$ cat config.mk
export PLATFORM = sky130hd
export DESIGN_NAME = div_seq_ctrl
export DESIGN_NICKNAME = d
export VERILOG_FILES = /design/src/rtl/div_seq_ctrl.sv
export SDC_FILE = /design/constraint.sdc
export NUM_CORES = 1
export LEC_CHECK = 0
export ABC_CLOCK_PERIOD_IN_PS = 3000
export CAP_MARGIN = 20
export CORE_AREA = 2 2 160 162
export DETAILED_ROUTE_END_ITERATION = 16
export DIE_AREA = 0 0 162 164
export GPL_TIMING_DRIVEN = 0
export MAX_ROUTING_LAYER = met4
export PLACE_DENSITY = 0.77
export SLEW_MARGIN = 25
export SYNTH_ARGS = -nofsm -noshare
export SYNTH_HDL_FRONTEND = slang
export SYNTH_SLANG_ARGS = --single-unit
$ cat constraint.sdc
create_clock -name clk -period 3 [get_ports clk]
set_clock_uncertainty 0.05 [all_clocks]
set_input_delay 0.9 -clock clk [delete_from_list [all_inputs] [get_ports clk]]
set_output_delay 0.9 -clock clk [all_outputs]
set_load 0.02 [all_outputs]
$ cat src/rtl/div_seq_ctrl.sv
// Sequencer between EX and the multi-cycle divider: handles DIV/DIVU/REM/REMU,
// resolves divide-by-zero and signed overflow locally, and caches the last divider result.
module div_seq_ctrl #(
    parameter int DATA_WIDTH = 32
) (
    input  logic                  clk,
    input  logic                  n_rst,
    input  logic                  i_valid,
    input  logic [2:0]            i_funct3,
    input  logic [DATA_WIDTH-1:0] i_rs1,
    input  logic [DATA_WIDTH-1:0] i_rs2,
    input  logic [4:0]            i_rd,
    input  logic                  i_flush,
    output logic                  o_stall,
    output logic                  o_valid,
    output logic [DATA_WIDTH-1:0] o_result,
    output logic [4:0]            o_rd,
    output logic                  o_div_start,
    output logic                  o_div_unsigned,
    output logic [DATA_WIDTH-1:0] o_div_a,
    output logic [DATA_WIDTH-1:0] o_div_b,
    input  logic [DATA_WIDTH-1:0] i_div_quotient,
    input  logic [DATA_WIDTH-1:0] i_div_remainder,
    input  logic                  i_div_done,
    output logic [2:0]            o_state
);

    // Handshake: a request (i_valid & funct3[2]) is held stable by EX while o_stall=1;
    // the result is taken in the single cycle o_valid=1, when o_stall is low.
    typedef enum logic [2:0] {
        S_IDLE  = 3'd0,
        S_START = 3'd1,
        S_BUSY  = 3'd2,
        S_DRAIN = 3'd3,
        S_DONE  = 3'd4
    } state_t;

    localparam logic [DATA_WIDTH-1:0] MIN_NEG  = {1'b1, {(DATA_WIDTH-1){1'b0}}};
    localparam logic [DATA_WIDTH-1:0] ALL_ONES = {DATA_WIDTH{1'b1}};

    state_t state_q, state_d;

    logic [DATA_WIDTH-1:0] op_a_q, op_b_q;
    logic                  uns_q, rem_q;
    logic [4:0]            rd_q;
    logic [DATA_WIDTH-1:0] quo_q, rmd_q;

    logic                  cache_valid_q;
    logic [DATA_WIDTH-1:0] cache_a_q, cache_b_q;
    logic                  cache_uns_q;
    logic [DATA_WIDTH-1:0] cache_quo_q, cache_rmd_q;

    logic req, req_uns, div_by_zero, overflow, cache_hit, accept, div_finish;

    assign req         = i_valid & i_funct3[2];
    assign req_uns     = i_funct3[0];
    assign div_by_zero = (i_rs2 == '0);
    assign overflow    = !req_uns && (i_rs1 == MIN_NEG) && (i_rs2 == ALL_ONES);
    assign cache_hit   = cache_valid_q && (i_rs1 == cache_a_q) && (i_rs2 == cache_b_q)
                         && (req_uns == cache_uns_q);
    assign accept      = (state_q == S_IDLE) && req && !i_flush;
    assign div_finish  = (state_q == S_BUSY) && i_div_done && !i_flush;

    always_ff @(posedge clk or negedge n_rst) begin
        if (!n_rst) begin
            state_q <= S_IDLE;
        end else begin
            state_q <= state_d;
        end
    end

    always_comb begin
        state_d = state_q;
        case (state_q)
            S_IDLE: begin
                if (req && !i_flush) begin
                    state_d = (div_by_zero || overflow || cache_hit) ? S_DONE : S_START;
                end
            end
            S_START: state_d = i_flush ? S_IDLE : S_BUSY;
            S_BUSY: begin
                // A flush that coincides with completion has nothing left to drain.
                if (i_flush) begin
                    state_d = i_div_done ? S_IDLE : S_DRAIN;
                end else if (i_div_done) begin
                    state_d = S_DONE;
                end
            end
            S_DRAIN: begin
                if (i_div_done) begin
                    state_d = S_IDLE;
                end
            end
            S_DONE:  state_d = S_IDLE;
            default: state_d = S_IDLE;
        endcase
    end

    always_comb begin
        o_stall     = req && (state_q != S_DONE) && !i_flush;
        o_valid     = (state_q == S_DONE) && !i_flush;
        o_div_start = (state_q == S_START) && !i_flush;
    end

    // Operands stay put until the next acceptance; the divider reads them combinationally.
    always_ff @(posedge clk or negedge n_rst) begin
        if (!n_rst) begin
            op_a_q <= '0;
            op_b_q <= '0;
            uns_q  <= 1'b0;
            rem_q  <= 1'b0;
            rd_q   <= '0;
            quo_q  <= '0;
            rmd_q  <= '0;
        end else if (accept) begin
            op_a_q <= i_rs1;
            op_b_q <= i_rs2;
            uns_q  <= req_uns;
            rem_q  <= i_funct3[1];
            rd_q   <= i_rd;
            if (div_by_zero) begin
                quo_q <= ALL_ONES;
                rmd_q <= i_rs1;
            end else if (overflow) begin
                quo_q <= MIN_NEG;
                rmd_q <= '0;
            end else if (cache_hit) begin
                quo_q <= cache_quo_q;
                rmd_q <= cache_rmd_q;
            end
        end else if (div_finish) begin
            quo_q <= i_div_quotient;
            rmd_q <= i_div_remainder;
        end
    end

    always_ff @(posedge clk or negedge n_rst) begin
        if (!n_rst) begin
            cache_valid_q <= 1'b0;
            cache_a_q     <= '0;
            cache_b_q     <= '0;
            cache_uns_q   <= 1'b0;
            cache_quo_q   <= '0;
            cache_rmd_q   <= '0;
        end else if (div_finish) begin
            cache_valid_q <= 1'b1;
            cache_a_q     <= op_a_q;
            cache_b_q     <= op_b_q;
            cache_uns_q   <= uns_q;
            cache_quo_q   <= i_div_quotient;
            cache_rmd_q   <= i_div_remainder;
        end
    end

    assign o_result       = rem_q ? rmd_q : quo_q;
    assign o_rd           = rd_q;
    assign o_div_a        = op_a_q;
    assign o_div_b        = op_b_q;
    assign o_div_unsigned = uns_q;
    assign o_state        = state_q;

endmodule

# == Word level (Yosys, flattened, before mapping) ==
# Cells that the tools add are included.
# word_totals
reg_bits,268
output_inout_bits,108
# classes
reduce_logical,23
n_bitwise,1
n_eq_ne,14
mux,19
# op_table
cell,n
32-bit two-way mux,11
32-bit equality test,2
32-bit equality test (second input constant),2
32-bit logical NOT,1
3-bit two-way mux,5
1-bit logical AND,14
3-bit case mux with 4 select lines,1
3-bit by 2-bit equality test with 1-bit output (second input constant),2
3-bit inequality test (second input constant),2
2-bit two-way mux,2
4-bit inequality test (second input constant),1
3-bit by 1-bit equality test with 1-bit output (second input constant),1
3-bit equality test (second input constant),1
3-bit logical NOT,1
3-bit AND reduction,1
1-bit logical NOT,2
1-bit logical OR,2
2-bit by 1-bit inequality test with 1-bit output (second input constant),1
2-bit inequality test (second input constant),1
2-bit AND reduction,1
2-bit nonzero test,1
1-bit AND,1
1-bit equality test,1

# == Depth between registers and ports, before layout ==
# logic_depth
depth_word,8
mapped_depth,9

# == Worst setup path before layout ==
# No wires, ideal clock.
# synth_path
path_type,input-to-reg
startpoint,input port i_rs1[6]
endpoint,register quo_q[0]
t_arrival_ns,3.022
slack_ns,-0.197
cell_stages,8
path_cell_list,or4_1 -> or4_1 -> or4_4 -> nand2_2 -> o31a_4 -> buf_12 -> buf_12 -> mux2_4
# synth_between
elab_chain_cells,6
elab_cells_between_ends,12
classes_between,eq/ne (3); mux (3); reduce/logical (6)
# synth_rtl
item,line,rtl
from (decl),10,"input logic [DATA_WIDTH-1:0] i_rs1,"
32-bit equality test (on tied branches),"59, 58",
1-bit logical AND (on tied branches) (2 in series),"59, 58",
1-bit logical AND or 32-bit two-way mux (tied branches),"60, 124",
4-bit inequality test (no line) or 32-bit two-way mux (tied branches),--,
2-bit AND reduction (no line) or 32-bit two-way mux (tied branches),--,
to (signal assigned),128,quo_q <= cache_quo_q;
to (signal assigned),132,quo_q <= i_div_quotient;
to (decl),46,"logic [DATA_WIDTH-1:0] quo_q, rmd_q;"
# Several ways; a longest one is shown, not always the timed one.
# A chain may end at the register's enable or synchronous reset.

# == Worst setup path in the final report ==
# layout_path
startpoint,input port i_rs2[8]
endpoint,register rmd_q[29]
# layout_between
elab_chain_cells,5
elab_cells_between_ends,11
classes_between,eq/ne (3); mux (3); reduce/logical (5)
# layout_rtl
item,line,rtl
from (decl),11,"input logic [DATA_WIDTH-1:0] i_rs2,"
32-bit equality test (on tied branches),"59, 58",
1-bit logical AND (on tied branches),"59, 58",
1-bit logical AND or 32-bit two-way mux (tied branches),"60, 124",
4-bit inequality test (no line) or 32-bit two-way mux (tied branches),--,
2-bit AND reduction (no line) or 32-bit two-way mux (tied branches),--,
to (signal assigned),123,rmd_q <= i_rs1;
to (signal assigned),129,rmd_q <= cache_rmd_q;
to (signal assigned),133,rmd_q <= i_div_remainder;
to (decl),46,
# Several ways; a longest one is shown, not always the timed one.

==> out/metrics.yaml <==
setup_ws_ns: -0.0924
fmax_mhz: 323
die_w_um: 162
dp.cells: 1758
coreArea_um2: 24800
cts_inserted_buffers: 29
clock-sinks: 268
path_max_fanout: 7
slowest_delay_ns: 0.52
synth_mux_area_share_pct: 20.2
critPathLaunchType: "input pin"
critPathKind: "input pin to register"
critPathSlowestCell: "clkdlybuf4s50_1"
drv_slew: 0
run_status: "finished with violations"
wl_per_cell_um: 22.7
grtUsageTotal_pct: 32.0
grt_max_degree: 85
hold_buffers: 0
r2r_slack_ns: 0.04
path_delay_family: "simple AND/OR/NAND/NOR gates"
io_pins: 249
clk_latency_ns: 0.55
grt_pass1_vias: 10800
antenna_found_initial: 3
fp.dieH_um: 164
period_needed_ns: 3.09
dieArea_um2: 26600
clk_pin_slew_worst_paths_ns: 0.06
synth_edf_count: 0
seq_area_frac_synth_pct: 52.8
synth_compound_area_share_pct: 6.25
start_util_pct: 51.2
netlist_area_um2: 12700
synth_top_family_by_area: "multiplexers"
route.detailed.drc: 0
synth_nets: 1318
cts.path.max_buffers: 3
rows: 58
postRouteAntennaNets: 0
final_util_pct: 71.6
wl_um: 41700
fin_crit_sh_pct: 103
synth-simple-area-share_pct: 14.2
ys_ff_latch: 268
crit_top_cell: "buf_12"
finalNonFillerCells: 1839
hold_path_class: "input pin to asynchronous set/reset pin"
layout_common_cells: "267 x dfrtp_1, 238 x nand2_1, 154 x clkdlybuf4s50_1, 149 x mux2_2, 71 x nor2_1"
arrival_ns: 3.48
async_flop_share_pct: 100
setup_viol_count_final: 45
worst_pin_slew_ns: 0.861
final_common_cell: "dfrtp_1"
hpwl_um: 28600
drive_above_1_share_pct: 30.8
synthFlopType: "dfrtp_1"
synthAdderAreaFrac_pct: 0
grt_pass1_wl_um: 62800
cp_cell_sequence: "clkdlybuf4s50_1 > nor4_2 > nand4_1 > or2_2 > nand2_4 > o31a_4 > buf_12 > buf_12 > buf_12 > mux2_4"
final.setup.tns_ns: -2.73
syn_avg_cell_area_um2: 10.8
synth.distinct_cells: 42
power_density_nw_per_um2: 804
dr.first_iter.drc_count: 859
slew_headroom_pct: 42.6
path_buf_inv: 4
root_buffer: "clkbuf_16"
rsz0062_at_grt: "true"
synth_xor_area_share_pct: 2.90
ys_warn_count: 0
h-tree-depth: 1
area_growth_pct: 39.8
overflow: 0
cap_violations: 0
peakVddDrop_uv: 512
port_buffers: 248
avgViaCountPerCell: 5.75
worstSetupEndpointType: "register"
final_hold_viol_count: 0
nNetsFinal: 1625
syn_inst: 1177
leakagePower_nw: 8.23
vias: 10600
violations: "setup timing"
gp_congestion: 0.943
tritoncts: "built"
required_ns: 3.38
dr.pass1.iters: 5
[cell families after synthesis]
logic type / after synthesis
AND/OR/NAND/NOR: 420
flip-flops: 268
multiplexers: 212
AO/OA/AOI/OAI: 143
buffers and inverters: 92
XOR/XNOR: 42
[worst paths after layout]
kind,startpoint,end,cells past startpoint
max in group asynchronous,n_rst,rem_q$_DFFE_PN0P_,4
hold / removal,n_rst,rmd_q[24]$_DFFE_PN0P_,1
setup reg to reg,cache_a_q[24]$_DFFE_PN0P_,rmd_q[29]$_DFFE_PN0P_,10
setup / recovery,i_rs2[8],rmd_q[29]$_DFFE_PN0P_,10
min in group clk,o_rd[2]$_DFFE_PN0P_,o_rd[2]$_DFFE_PN0P_,2
hold reg to reg,o_rd[2]$_DFFE_PN0P_,o_rd[2]$_DFFE_PN0P_,2
[synthesized netlist by cell type, drive strengths merged (2+ instances only)]
library cell  count  share of area [%]
o22ai             6               0.30
o2111ai           2               0.14
nand3            34                1.3
nand2b            7               0.34
nor2b             2              0.098
a2111oi           2               0.14
a21oi            98                3.9
a22o              3               0.21
or4               4               0.27
mux2            212                 20
xor2             21                1.4
nand2           248                7.3
nand4            17               0.84
inv              22               0.65
buf              19                1.5
dfrtp           268                 53
o21ai            22               0.87
or2               3               0.15
clkbuf           51                1.5
nor2             75                2.2
nor4             24                1.2
nor4b             3               0.21
o2bb2ai           2               0.14
xnor2            21                1.4
[state kept, by name (all words and copies together), names as in the netlist, 3 cells and up]
signal,flops
cache_a_q,32
cache_b_q,32
cache_quo_q,32
cache_rmd_q,32
o_div_a,32
o_div_b,32
quo_q,32
rmd_q,32
o_rd,5
o_state,3
[final cells by class]
type	instances	area, um^2
Clock inverter	14	130
Fill cell	1720	7060
Tap cell	330	413
Clock buffer	39	843
Sequential cell	268	6710
Timing Repair Buffer	282	2930
Buffer	64	437
Inverter	22	82.6
Multi-Input combinational cell	817	6210
Antenna cell	3	7.51
[what timing repair did]
action,in CTS,in global routing
pin swaps,76,30
setup endpoints to repair,233,88
hold endpoints to repair,0,0
gates cloned,10,0
buffers inserted,21,4
resized for setup,337,92
[per-stage QoR]
stage	total power [mW]	setup WS [ns]	area [um^2]	hold slack, ns
CTS	14.2	-0.163	17700	0.217
detailed placement	10.3	-1.76	15700	0.415
finish	14.3	-0.0924	17800	0.204
global placement	10.2	-10.61	15600	0.399
global route	14.9	-0.104	17800	0.237
floorplan	8.28	-0.188	12700	0.382
[report_power, final]
part | switching [mW] | internal (mW) | leakage, nW | total (mW)
Combinational | 2.24 | 2.54 | 4.39 | 4.78
Sequential | 0.947 | 4.90 | 3.36 | 5.85
Clock | 1.51 | 2.14 | 0.477 | 3.65
Total | 4.70 | 9.58 | 8.23 | 14.3
[per-layer routing]
layer	track usage (%)	wire length (um)	share of wire (%)	vias up
li1	-	-	-	4679
met1	43.1	17100	41	5300
met2	49.8	19600	47	485
met3	5.05	3280	7.9	111
met4	11.0	1720	4.1	0
met5	-	0	0	-
Note: power is estimated with default switching activity, not from simulation.
==> edit (same flow settings) <==
Register the input `i_div_remainder` before use. The logic sees it one clock later. The other inputs are not delayed to match.
--- a/src/rtl/div_seq_ctrl.sv
+++ b/src/rtl/div_seq_ctrl.sv
@@ -37,6 +37,12 @@
 
     localparam logic [DATA_WIDTH-1:0] MIN_NEG  = {1'b1, {(DATA_WIDTH-1){1'b0}}};
     localparam logic [DATA_WIDTH-1:0] ALL_ONES = {DATA_WIDTH{1'b1}};
+
+    logic [DATA_WIDTH-1:0] i_div_remainder_q;
+
+    always_ff @(posedge clk) begin
+        i_div_remainder_q <= i_div_remainder;
+    end
 
     state_t state_q, state_d;
 
@@ -130,7 +136,7 @@
             end
         end else if (div_finish) begin
             quo_q <= i_div_quotient;
-            rmd_q <= i_div_remainder;
+            rmd_q <= i_div_remainder_q;
         end
     end
 
@@ -148,7 +154,7 @@
             cache_b_q     <= op_b_q;
             cache_uns_q   <= uns_q;
             cache_quo_q   <= i_div_quotient;
-            cache_rmd_q   <= i_div_remainder;
+            cache_rmd_q   <= i_div_remainder_q;
         end
     end
 
Behaviour: not the same (Yosys sat finds a counterexample within 4 cycles, from zero or initial values and one cycle with n_rst low).
==> edit against the original RTL <==
  * The run still ends with negative setup slack left
  * Synthesized area is 4.2% higher
  * Critical path depth stayed put
  * Cell area is 1.9% higher
  * Worst setup slack worse by 0.018 ns
  * Sequential cell count is 32 higher
  * Die area stayed put
  * Clock power is 6.0% higher
  * Power is 7.1% higher
  * Wire length is 5.6% lower
==> edit: results (changes against the original RTL) <==
placement:
  placed_cells_incl_taps: 1617  # -8.0%
  post_dp_cell_area_sq_um: 16200  # +3.4%
  dp_hpwl_um: 27100  # -5.2%
global_routing:
  grtUsageTotal_pct: 30.7  # -1.2 points
  grt_pass1_vias: 10300  # -4.3%
  grt_max_degree: 79  # -7.1%
  antenna_found_initial: 1  # -2
setup_path:
  cpPeakStageDelay_ns: 0.58  # +0.06 ns
  r2r-end: "rmd_q[16]"
  worst_path_max_delay_cell: "or4_1"
drt:
  wl_met3_um: 2510  # -23%
  wl_um: 39400  # -5.6%
  num_vias: 9670  # -8.6%
synth:
  synth_area_per_cell_sq_um: 12.8  # +18%
  synth_nets: 1177  # -11%
  synthDistinctLibCells: 38  # -9.5%
layout:
  n_all_buffers: 333  # -3.8%
  nFlopsAndLatches: 300  # +12%
  inverters: 8  # -64%
timing:
  setup_ws_ns: -0.111  # -0.0185 ns
  setup_viol: 64  # +42%
power_and_ir_drop:
  peakVddDrop_uv: 544  # +6.2%
  cellLeakagePower_nw: 8.13  # -1.2%
outcome:
  violations: "negative setup slack"
  status: "finished with violations"
[edit: changes by cell type in the layout (fill, tap and decap cells not counted), sizes merged, moves of 13 or more]
| cell | unedited run | this run |
|---|---|---|
| a21oi | 98 | 33 |
| nand2 | 248 | 72 |
| o21ai | 22 | 2 |
| a31oi | 1 | 32 |
| inv | 22 | 9 |
| mux2 | 212 | 295 |
| dfxtp | 0 | 32 |
[edit: power breakdown]
| part | internal (W) | leakage, nW | switching (W) |
|---|---|---|---|
| Sequential | 0.00544 | 3.58 | 0.00100 |
| Combinational | 0.00279 | 4.02 | 0.00220 |
| Clock | 0.00226 | 0.521 | 0.00161 |
[edit: per-stage QoR]
stage / utilization [%] / hold slack [ns] / total power, W
2_1_floorplan: - / 0.382 / 0.00910
5_1_grt: 72.9 / 0.224 / 0.0160
3_5_place_dp: 65.3 / 0.402 / 0.0112
6_report: 72.9 / 0.202 / 0.0153
3_3_place_gp: 65.0 / 0.399 / 0.0111
4_1_cts: 72.6 / 0.217 / 0.0152
[edit: cell families after synthesis]
logic type	synth area share [%]
and+or+nand+nor	8.30
DFF	55.5
AOI/OAI and AO/OA	3.44
buffers and inverters	2.39
xor gates and xnor gates	3.84
muxes	26.5
[edit: routing by layer]
| metal | track usage [%] | vias up |
|---|---|---|
| li1 | - | 4284 |
| met3 | 5.33 | 90 |
| met1 | 38.5 | 4910 |
| met2 | 50.9 | 386 |
| met5 | - | - |
| met4 | 10.7 | 0 |
[edit: worst max path at each step]
stage,from,to,cells after the start
finish,i_rs1[10],rmd_q[16],10
global placement,n_rst,o_rd[3],1
global route,i_rs1[10],rmd_q[16],10
floorplan,i_rs1[6],quo_q[0],8
detailed placement,i_rs1[9],rmd_q[14],10
CTS,i_rs1[13],quo_q[22],11
